==> config.mk <==
export PLATFORM = sky130hd
export DESIGN_NAME = match_irq_ctrl_flat
export DESIGN_NICKNAME = d
export VERILOG_FILES = /design/src/rtl/match_irq_ctrl_if.sv /design/src/rtl/match_irq_ctrl.sv /design/src/flat_wrapper.sv
export SDC_FILE = /design/constraint.sdc
export NUM_CORES = 1
export LEC_CHECK = 0
export BUFFER_PORTS_ARGS = -buffer_cell sky130_fd_sc_hd__buf_2
export CORE_MARGIN = 3
export CORE_UTILIZATION = 55
export CTS_CLUSTER_DIAMETER = 100
export DETAILED_ROUTE_END_ITERATION = 10
export HOLD_SLACK_MARGIN = 0.02
export PLACE_DENSITY_LB_ADDON = 0.1
export SETUP_SLACK_MARGIN = 0.02
export SLEW_MARGIN = 25
export SYNTH_ARGS = -nofsm -noshare
export SYNTH_HDL_FRONTEND = slang
export SYNTH_SLANG_ARGS = --single-unit
==> constraint.sdc <==
create_clock -name clk -period 3.6 [get_ports clk]
set_input_delay 0.18 -clock clk [delete_from_list [all_inputs] [get_ports clk]]
set_output_delay 0.18 -clock clk [all_outputs]
set_load 0.005 [all_outputs]
==> src/rtl/match_irq_ctrl_if.sv <==
// Bus bundle for match_irq_ctrl.
//   slave  : the controller side (takes match/count/irq_ack/clr_ovf, drives the rest)
//   master : the producer/consumer side driving the controller
// Signals:
//   match      comparator level from the counter stage
//   count      counter value, snapshotted on each match rising edge
//   irq_ack    consumer acknowledge of the event currently signalled
//   clr_ovf    clears the sticky overflow flag
//   irq        interrupt request, held until acknowledged
//   irq_count  snapshot belonging to the event being signalled
//   pending    queued events, including the one being signalled
//   evt_total  saturating count of match rising edges
//   overflow   sticky flag: an event was dropped because the queue was full
interface match_irq_ctrl_if #(
  parameter int CNT_W    = 4,
  parameter int EVT_W    = 8,
  parameter int PEND_MAX = 3
);
  localparam int PEND_W = $clog2(PEND_MAX + 1);

  logic              match;
  logic [CNT_W-1:0]  count;
  logic              irq_ack;
  logic              clr_ovf;
  logic              irq;
  logic [CNT_W-1:0]  irq_count;
  logic [PEND_W-1:0] pending;
  logic [EVT_W-1:0]  evt_total;
  logic              overflow;

  modport master (
    output match, count, irq_ack, clr_ovf,
    input  irq, irq_count, pending, evt_total, overflow
  );

  modport slave (
    input  match, count, irq_ack, clr_ovf,
    output irq, irq_count, pending, evt_total, overflow
  );
endinterface

==> src/rtl/match_irq_ctrl.sv <==
// match_irq_ctrl: turns the level match output of the counter/comparator stage
// into queued, acknowledged interrupt events.
//   - rising edges of match are counted (saturating) and the current count is
//     snapshotted into a PEND_MAX-deep FIFO; a rise with the FIFO full and no
//     pop in the same cycle is dropped and sets the sticky overflow flag
//   - one event at a time is presented on irq/irq_count until irq_ack
//   - after each ack irq is held low for HOLDOFF cycles before the next event
// Ports:
//   clk    rising-edge clock
//   reset  synchronous, active-low
//   bus    match_irq_ctrl_if.slave (match, count, irq_ack, clr_ovf in;
//          irq, irq_count, pending, evt_total, overflow out, all registered)
module match_irq_ctrl #(
  parameter int CNT_W    = 4,
  parameter int EVT_W    = 8,
  parameter int PEND_MAX = 3,
  parameter int HOLDOFF  = 4
) (
  input  logic             clk,
  input  logic             reset,
  match_irq_ctrl_if.slave  bus
);

  localparam int PEND_W = $clog2(PEND_MAX + 1);
  localparam int PTR_W  = (PEND_MAX > 1) ? $clog2(PEND_MAX) : 1;
  localparam int HOLD_W = (HOLDOFF > 1) ? $clog2(HOLDOFF) : 1;

  localparam logic [PTR_W-1:0]  PTR_LAST  = PTR_W'(PEND_MAX - 1);
  localparam logic [PEND_W-1:0] PEND_FULL = PEND_W'(PEND_MAX);
  localparam logic [HOLD_W-1:0] HOLD_LOAD = HOLD_W'(HOLDOFF - 1);

  typedef enum logic [1:0] {
    ST_IDLE   = 2'd0,
    ST_ASSERT = 2'd1,
    ST_HOLD   = 2'd2
  } state_e;

  state_e              state_q,     state_d;
  logic                match_q,     match_d;
  logic [CNT_W-1:0]    fifo_q [PEND_MAX];
  logic [CNT_W-1:0]    fifo_d [PEND_MAX];
  logic [PTR_W-1:0]    wr_ptr_q,    wr_ptr_d;
  logic [PTR_W-1:0]    rd_ptr_q,    rd_ptr_d;
  logic [PEND_W-1:0]   pending_q,   pending_d;
  logic                irq_q,       irq_d;
  logic [CNT_W-1:0]    irq_count_q, irq_count_d;
  logic [EVT_W-1:0]    evt_total_q, evt_total_d;
  logic                overflow_q,  overflow_d;
  logic [HOLD_W-1:0]   hold_cnt_q,  hold_cnt_d;

  logic rise;
  logic full;
  logic pop;
  logic push;
  logic drop;

  // Circular pointer advance; depth need not be a power of two.
  function automatic logic [PTR_W-1:0] ptr_inc(input logic [PTR_W-1:0] p);
    return (p == PTR_LAST) ? '0 : p + PTR_W'(1);
  endfunction

  // Saturating increment: sticks at all-ones instead of wrapping.
  function automatic logic [EVT_W-1:0] sat_inc(input logic [EVT_W-1:0] v);
    return (v == '1) ? v : v + EVT_W'(1);
  endfunction

  assign rise = bus.match & ~match_q;
  assign full = (pending_q == PEND_FULL);
  // ASSERT is only entered with a non-empty FIFO and left on the pop, so a
  // pop can never underflow.
  assign pop  = (state_q == ST_ASSERT) & bus.irq_ack;
  // A pop in the same cycle frees the slot, so a rise into a full FIFO is kept.
  assign push = rise & (~full | pop);
  assign drop = rise & full & ~pop;

  // Stage 0: edge detect, event FIFO, counters
  always_comb begin
    match_d     = bus.match;
    fifo_d      = fifo_q;
    wr_ptr_d    = wr_ptr_q;
    rd_ptr_d    = rd_ptr_q;
    pending_d   = pending_q;
    evt_total_d = evt_total_q;
    overflow_d  = overflow_q;

    if (rise) begin
      evt_total_d = sat_inc(evt_total_q);
    end

    if (push) begin
      fifo_d[wr_ptr_q] = bus.count;
      wr_ptr_d         = ptr_inc(wr_ptr_q);
    end

    if (pop) begin
      rd_ptr_d = ptr_inc(rd_ptr_q);
    end

    case ({push, pop})
      2'b10:   pending_d = pending_q + PEND_W'(1);
      2'b01:   pending_d = pending_q - PEND_W'(1);
      default: pending_d = pending_q;
    endcase

    // A drop in the same cycle as clr_ovf leaves the flag set.
    if (drop) begin
      overflow_d = 1'b1;
    end else if (bus.clr_ovf) begin
      overflow_d = 1'b0;
    end
  end

  // Stage 1: interrupt presentation FSM
  always_comb begin
    state_d     = state_q;
    irq_d       = irq_q;
    irq_count_d = irq_count_q;
    hold_cnt_d  = hold_cnt_q;

    case (state_q)
      ST_IDLE: begin
        irq_d = 1'b0;
        if (pending_q != '0) begin
          state_d     = ST_ASSERT;
          irq_d       = 1'b1;
          irq_count_d = fifo_q[rd_ptr_q];
        end
      end
      ST_ASSERT: begin
        if (bus.irq_ack) begin
          state_d    = ST_HOLD;
          irq_d      = 1'b0;
          hold_cnt_d = HOLD_LOAD;
        end
      end
      ST_HOLD: begin
        irq_d = 1'b0;
        if (hold_cnt_q == '0) begin
          state_d = ST_IDLE;
        end else begin
          hold_cnt_d = hold_cnt_q - HOLD_W'(1);
        end
      end
      default: begin
        state_d = ST_IDLE;
        irq_d   = 1'b0;
      end
    endcase
  end

  always_ff @(posedge clk) begin
    if (!reset) begin
      state_q     <= ST_IDLE;
      match_q     <= 1'b0;
      wr_ptr_q    <= '0;
      rd_ptr_q    <= '0;
      pending_q   <= '0;
      irq_q       <= 1'b0;
      irq_count_q <= '0;
      evt_total_q <= '0;
      overflow_q  <= 1'b0;
      hold_cnt_q  <= '0;
    end else begin
      state_q     <= state_d;
      match_q     <= match_d;
      wr_ptr_q    <= wr_ptr_d;
      rd_ptr_q    <= rd_ptr_d;
      pending_q   <= pending_d;
      irq_q       <= irq_d;
      irq_count_q <= irq_count_d;
      evt_total_q <= evt_total_d;
      overflow_q  <= overflow_d;
      hold_cnt_q  <= hold_cnt_d;
    end
  end

  // Storage is never read past the occupancy count, so flushing the pointers
  // on reset is enough; the entries themselves are left unreset.
  always_ff @(posedge clk) begin
    fifo_q <= fifo_d;
  end

  assign bus.irq       = irq_q;
  assign bus.irq_count = irq_count_q;
  assign bus.pending   = pending_q;
  assign bus.evt_total = evt_total_q;
  assign bus.overflow  = overflow_q;

endmodule
==> src/flat_wrapper.sv <==
// flat-port wrapper written by rule: the top's interface ports become plain ports
module match_irq_ctrl_flat 
#(
  parameter int CNT_W    = 4,
  parameter int EVT_W    = 8,
  parameter int PEND_MAX = 3,
  parameter int HOLDOFF  = 4
)
  (clk, reset, bus_match, bus_count, bus_irq_ack, bus_clr_ovf, bus_irq, bus_irq_count, bus_pending, bus_evt_total, bus_overflow);
  match_irq_ctrl_if #(.CNT_W(CNT_W), .EVT_W(EVT_W), .PEND_MAX(PEND_MAX)) bus_i ();
  input  logic clk;
  input  logic reset;
  input wire logic [$bits(bus_i.match)-1:0] bus_match;
  input wire logic [$bits(bus_i.count)-1:0] bus_count;
  input wire logic [$bits(bus_i.irq_ack)-1:0] bus_irq_ack;
  input wire logic [$bits(bus_i.clr_ovf)-1:0] bus_clr_ovf;
  output wire logic [$bits(bus_i.irq)-1:0] bus_irq;
  output wire logic [$bits(bus_i.irq_count)-1:0] bus_irq_count;
  output wire logic [$bits(bus_i.pending)-1:0] bus_pending;
  output wire logic [$bits(bus_i.evt_total)-1:0] bus_evt_total;
  output wire logic [$bits(bus_i.overflow)-1:0] bus_overflow;
  assign bus_i.match = bus_match;
  assign bus_i.count = bus_count;
  assign bus_i.irq_ack = bus_irq_ack;
  assign bus_i.clr_ovf = bus_clr_ovf;
  assign bus_irq = bus_i.irq;
  assign bus_irq_count = bus_i.irq_count;
  assign bus_pending = bus_i.pending;
  assign bus_evt_total = bus_i.evt_total;
  assign bus_overflow = bus_i.overflow;
  match_irq_ctrl #(.CNT_W(CNT_W), .EVT_W(EVT_W), .PEND_MAX(PEND_MAX), .HOLDOFF(HOLDOFF)) u_core (.clk(clk), .reset(reset), .bus(bus_i));
endmodule
==> metrics, run 1 <==
status finished, final reports clean; critical path peak fanout 6; post-synthesis adder-cell area fraction 2.29%; GRT Util Overall 19.6%; Synth Flop Type dfxtp_1; DR DRC count 0; Post-Synth Simple-Gate Area 16.9%; Worst IR Drop VDD 0.256 mV; Routed Antenna Nets 0; CTS sink cnt 37; overflow left after global routing 0; Register-to-Register Setup Slack 1770 ps; Worst Path Arrival 2080 ps; cells on worst reg2reg path 6; WP data required 3850 ps; drt total wl 3.19 mm; footprint of the multi-input gates 732 µm²; Fin. Hold Viols 0; Setup Fix Bufs, Post-CTS 0; Post-synth EDFFs 12; Cell Count, Final, Fillers Out 208; die footprint 3670 µm²; CP Capture Type register; Cell Int Power 0.000628 W; nets 188; clock root cell clkbuf_4; DRT iter0 DRCs 85; first-pass GRT wire length 5.15 mm; logic gate share of total power 20.6%; Die X 60.6 µm; Worst-path clk slew 110 ps; Ys Warns 0; Maximum Capacitance Violations 0; Reg-to-Reg End u_core.bus.pending[1]; Yosys cell types 44; Synth top cells by count dfxtp_1, a21oi_1, edfxtp_1; Clock Latency Late Sink 340 ps; Slew HR 58.5%; Slew @ Worst Pin 622 ps; RSZ-0062 raised after global routing false; gpl congestion 0.754; mapped cell area 1640 µm²; main combinational cell family by area after synthesis compound AO/OA/AOI/OAI gates; pwr dens 490 nW/µm²; drt first pass iters 4; final period demand of the worst path 1830 ps; Post-Syn Instances 151; TritonCTS clock tree built; Clock Power Share 22.6%; layout cell share with drive strength beyond 1 22.0%; Seq pwr share 56.8%; synth top area cells dfxtp_1, edfxtp_1, mux2i_1; fraction of the cycle the final worst path needs 50.8%; post-synthesis compound-gate area fraction 18.9%; synthesized flop and latch total 37; core box area 2810 µm²; largest net degree at the start of global routing 20; Final Instance Area 1820 µm²; DP Worst Slack 1800 ps; Worst Skew 7.11 ps; port bufs 24; Leakage 0.712 nW; Switching Fraction 29.6%; Mapped Nets 163; DR WL/cell 15.3 µm; fmax 547 MHz; Post-synth ARST share 0%; site row count 19; DP HPWL 2.36 mm; CTS Buf Count 5; Syn-to-layout area delta 11.1%; initial antenna violation count 0; placed cells 200; Worst Setup Path Type reg2reg; Hold Buf Count CTS 0; Yosys top cell by area dfxtp_1; worst r2r src u_core.state_q[1]; Via Count 1,240; register area 861 µm²; setup ws final 1770 ps; Clock Path Buffers 2; placement-stage cell area 1770 µm²; Worst Hold Path EP u_core.fifo_q[11]; hold_sp bus_count[3]; vias in the first global route 1,165; Tot Pwr 0.000892 W; Final setup viols 0; register area share after synthesis 52.5%; cts repair resizes 0; worst hold path stage count 1; H-Tree Depth 2; fillers 251; proportion of synthesized area in mux cells 5.50%; Post-Synth XOR/XNOR Area 1.07%; share of the synthesized area in the top cell type 30.5%; Final TNS setup 0 ps; die span in y 60.6 µm; # IOs 25; crit start category register; Initial Util 58.4%; routed vias/inst 5.96; top-count cell post-synth dfxtp_1; P_sw 0.000265 W; Mapped Avg Cell Area 10.9 µm²; max-slew violations 0; min-delay worst type in2reg; antenna fix cells 0
==> layout by cell type (no fill, tap or decap), types with 2 or more instances in the layout <==
| cell type | n |
|---|---|
| o21a_1 | 2 |
| nor3_1 | 3 |
| nand3_1 | 2 |
| dfxtp_1 | 25 |
| clkbuf_4 | 5 |
| clkinv_1 | 3 |
| and4_1 | 2 |
| ha_1 | 3 |
| nand2_1 | 11 |
| a311oi_1 | 3 |
| or3_1 | 3 |
| o21ai_0 | 3 |
| nor2_1 | 5 |
| a2bb2oi_1 | 4 |
| and4b_1 | 2 |
| edfxtp_1 | 12 |
| a211oi_2 | 4 |
| and2_1 | 2 |
| and3_1 | 3 |
| nor3b_1 | 2 |
| nor2b_1 | 4 |
| nand2b_1 | 4 |
| mux2i_1 | 9 |
| buf_2 | 24 |
| inv_1 | 3 |
| a21oi_1 | 16 |
==> kinds of logic (layout without fill, tap and decap cells) <==
group,after synthesis,after routing
AOI/OAI and AO/OA,41,41
muxes,9,9
and+or+nand+nor,48,48
buffers and inverters,11,37
DFF,37,37
adders and majority gates,3,3
xor gates and xnor gates,2,2
==> layer usage <==
| metal | vias to the layer above | GRT usage, % | share of wire [%] |
|---|---|---|---|
| met5 | - | 0 | 0 |
| met4 | 0 | 7.43 | 1.7 |
| met3 | 6 | 6.38 | 4.1 |
| met2 | 25 | 34.4 | 52 |
| met1 | 590 | 22.0 | 42 |
| li1 | 619 | - | - |
==> power groups by stage <==
| stage | clock (W) | sequential, W | combinational [W] |
|---|---|---|---|
| after floorplan | 0 | 0.000512 | 0.000130 |
| after global placement | 0 | 0.000513 | 0.000177 |
| after detailed placement | 0 | 0.000518 | 0.000185 |
| after CTS | 0.000208 | 0.000508 | 0.000186 |
| after global routing | 0.000229 | 0.000514 | 0.000204 |
| final | 0.000202 | 0.000507 | 0.000184 |
==> how the worst max path moves through the flow <==
stage	from	endpoint	slack, ps	cells after the start
2_1_floorplan	u_core.state_q[1]	u_core.bus.pending[1]	1930	6
3_3_place_gp	u_core.state_q[1]	u_core.bus.pending[1]	1860	6
3_5_place_dp	u_core.state_q[0]	u_core.bus.pending[1]	1800	6
4_1_cts	u_core.state_q[1]	u_core.bus.pending[1]	1770	6
5_1_grt	u_core.state_q[0]	u_core.bus.pending[1]	1650	6
6_report	u_core.state_q[1]	u_core.bus.pending[1]	1770	6
==> flip-flops by register name (all words and copies together), names as in the netlist, 2 cells and up <==
register	cells
u_core.wr_ptr_q	2
u_core.fifo_q	12
u_core.bus.irq_count	4
u_core.hold_cnt_q	2
u_core.state_q	2
u_core.bus.evt_total	8
u_core.rd_ptr_q	2
u_core.bus.pending	2
==> final cells by class <==
type | count | share of cell area, %
clock inverters | 3 | 0.687
flip-flops and latches | 37 | 47.3
inverters | 5 | 1.03
multi-input cells | 103 | 40.2
well taps | 31 | 2.13
clock buffers | 5 | 2.06
repair buffers | 24 | 6.60
==> per-stage QoR <==
step / hold slack (ps) / util (%)
5_1_grt: 25.9 / 64.9
3_5_place_dp: 396 / 63.1
2_1_floorplan: 279 / -
6_report: 39.0 / 64.9
4_1_cts: 32.1 / 64.9
3_3_place_gp: 391 / 63.1
==> critical path, stage by stage, from the launching register on <==
cell	delay [ps]
dfxtp_1	350
nand3b_2	280
inv_2	140
o21bai_2	110
ha_1	340
or3_1	370
a21oi_1	140
Note: power is estimated with default switching activity, not from simulation.
==> run 2, diff against run 1 <==
==> constraint.sdc (replaced) <==
create_clock -name clk -period 1.9 [get_ports clk]
set_input_delay 0.095 -clock clk [delete_from_list [all_inputs] [get_ports clk]]
set_output_delay 0.095 -clock clk [all_outputs]
set_load 0.005 [all_outputs]
==> metrics, run 2 (synthesized netlist as in run 1, its figures left out) <==
Clock Latency Late Sink 340 ps; drt first pass iters 4; setup ws final 135 ps; routed vias/inst 5.89; # IOs 25; crit path cell chain nand3b_2 > inv_2 > o21bai_2 > ha_1 > or3_1 > a21oi_1; TritonCTS clock tree built; Register-to-Register Setup Slack 140 ps; drt total wl 3.17 mm; Final TNS setup 0 ps; Setup Fix Bufs, Post-CTS 0; critical path peak fanout 8; vias in the first global route 1,172; fmax 567 MHz; DR DRC count 0; most frequent cells in the layout dfxtp_1, buf_2, a21oi_1; CP Capture Type register; largest net degree at the start of global routing 14; layout cell share with drive strength beyond 1 25.0%; DR WL/cell 14.5 µm; worst hold path stage count 3; Syn-to-layout area delta 17.2%; Final setup viols 0; Slew @ Worst Pin 427 ps; first-pass GRT wire length 5.26 mm; Maximum Capacitance Violations 0; Worst Skew 12.4 ps; CTS sink cnt 37; Slew HR 71.5%; min-delay worst type in2reg; Hold Buf Count CTS 5; cells on worst reg2reg path 6; pwr dens 900 nW/µm²; Reg-to-Reg End u_core.bus.pending[1]; status finished, final reports clean; clock root cell clkbuf_4; Worst path max stage delay 460 ps; DP HPWL 2.25 mm; max reg flops 12; Leakage 0.763 nW; GRT Util Overall 19.7%; crit start category register; Worst-path clk slew 110 ps; Via Count 1,289; worst r2r src u_core.state_q[0]; Worst IR Drop VDD 0.518 mV; H-Tree Depth 2; Clock Path Buffers 2; Initial Util 58.4%; CTS Buf Count 5; RSZ-0062 raised after global routing false; Worst Hold Path EP u_core.bus.overflow; Worst Path Arrival 2030 ps; final period demand of the worst path 1760 ps; Die X 60.6 µm; die footprint 3670 µm²; antenna fix cells 0; initial antenna violation count 0; Slowest cell on crit path dfxtp_1; overflow left after global routing 0; WP data required 2160 ps; gpl congestion 0.746; Routed Antenna Nets 0; DRT iter0 DRCs 61; site row count 19; port bufs 24; fin util 68.5%; DP Worst Slack 182 ps; Worst Setup Path Type reg2reg; Tot Pwr 0.00173 W; max-slew violations 0; Fin. Hold Viols 0; cts repair resizes 0; core box area 2810 µm²; die span in y 60.6 µm; worst hold margin 47.7 ps; fraction of the cycle the final worst path needs 92.9%; Largest Register u_core.fifo_q; hold_sp bus_clr_ovf; commonest non-fill, non-tap cell in the layout dfxtp_1; nets 199
-- run 2: final cells by class --
type | count | area, µm²
Sequential cell | 37 | 861
Inverter | 5 | 18.8
Clock inverter | 3 | 17.5
Tap cell | 31 | 38.8
Multi-Input combinational cell | 103 | 732
Clock buffer | 5 | 37.5
Timing Repair Buffer | 35 | 215
Fill cell | 214 | 885
-- run 2: critical path, delay by kind of cell, from the launching register on --
kind | cells | cell delay (ps)
and+or+nand+nor | 2 | 500
DFF | 1 | 460
adders and majority gates | 1 | 350
AOI/OAI and AO/OA | 2 | 270
buffers and inverters | 1 | 120
-- run 2: per-stage QoR --
step                area [µm²]  cells
detailed placement        1820    206
global route              1920    219
finish                    1920    219
global placement          1820    206
floorplan                 1640    151
CTS                       1920    219
-- run 2: worst max-delay path by stage --
stage | startpoint | endpoint | slack [ps] | cells after the start
after floorplan | u_core.state_q[1] | u_core.bus.pending[1] | 230 | 6
after global placement | u_core.state_q[1] | u_core.bus.pending[1] | 250 | 6
after detailed placement | u_core.state_q[1] | u_core.bus.pending[1] | 180 | 6
after CTS | u_core.state_q[0] | u_core.bus.pending[1] | 130 | 6
after global routing | u_core.state_q[0] | u_core.bus.pending[1] | 20 | 6
final | u_core.state_q[0] | u_core.bus.pending[1] | 140 | 6
-- run 2: report_power, final --
part | leakage, nW | total, W | switching [W] | internal, W
Clock | 0.0310 | 0.000399 | 0.000259 | 0.000140
Sequential | 0.314 | 0.000949 | 0.0000553 | 0.000894
Combinational | 0.418 | 0.000379 | 0.000195 | 0.000185
Total | 0.763 | 0.00173 | 0.000509 | 0.00122
-- run 2: layer usage --
layer | wire length (µm) | track usage (%) | part of all wire, %
met5 | 0 | 0 | 0
met4 | 70 | 8.05 | 2.2
met3 | 129 | 7.02 | 4.1
met2 | 1590 | 32.4 | 50
met1 | 1390 | 23.6 | 44
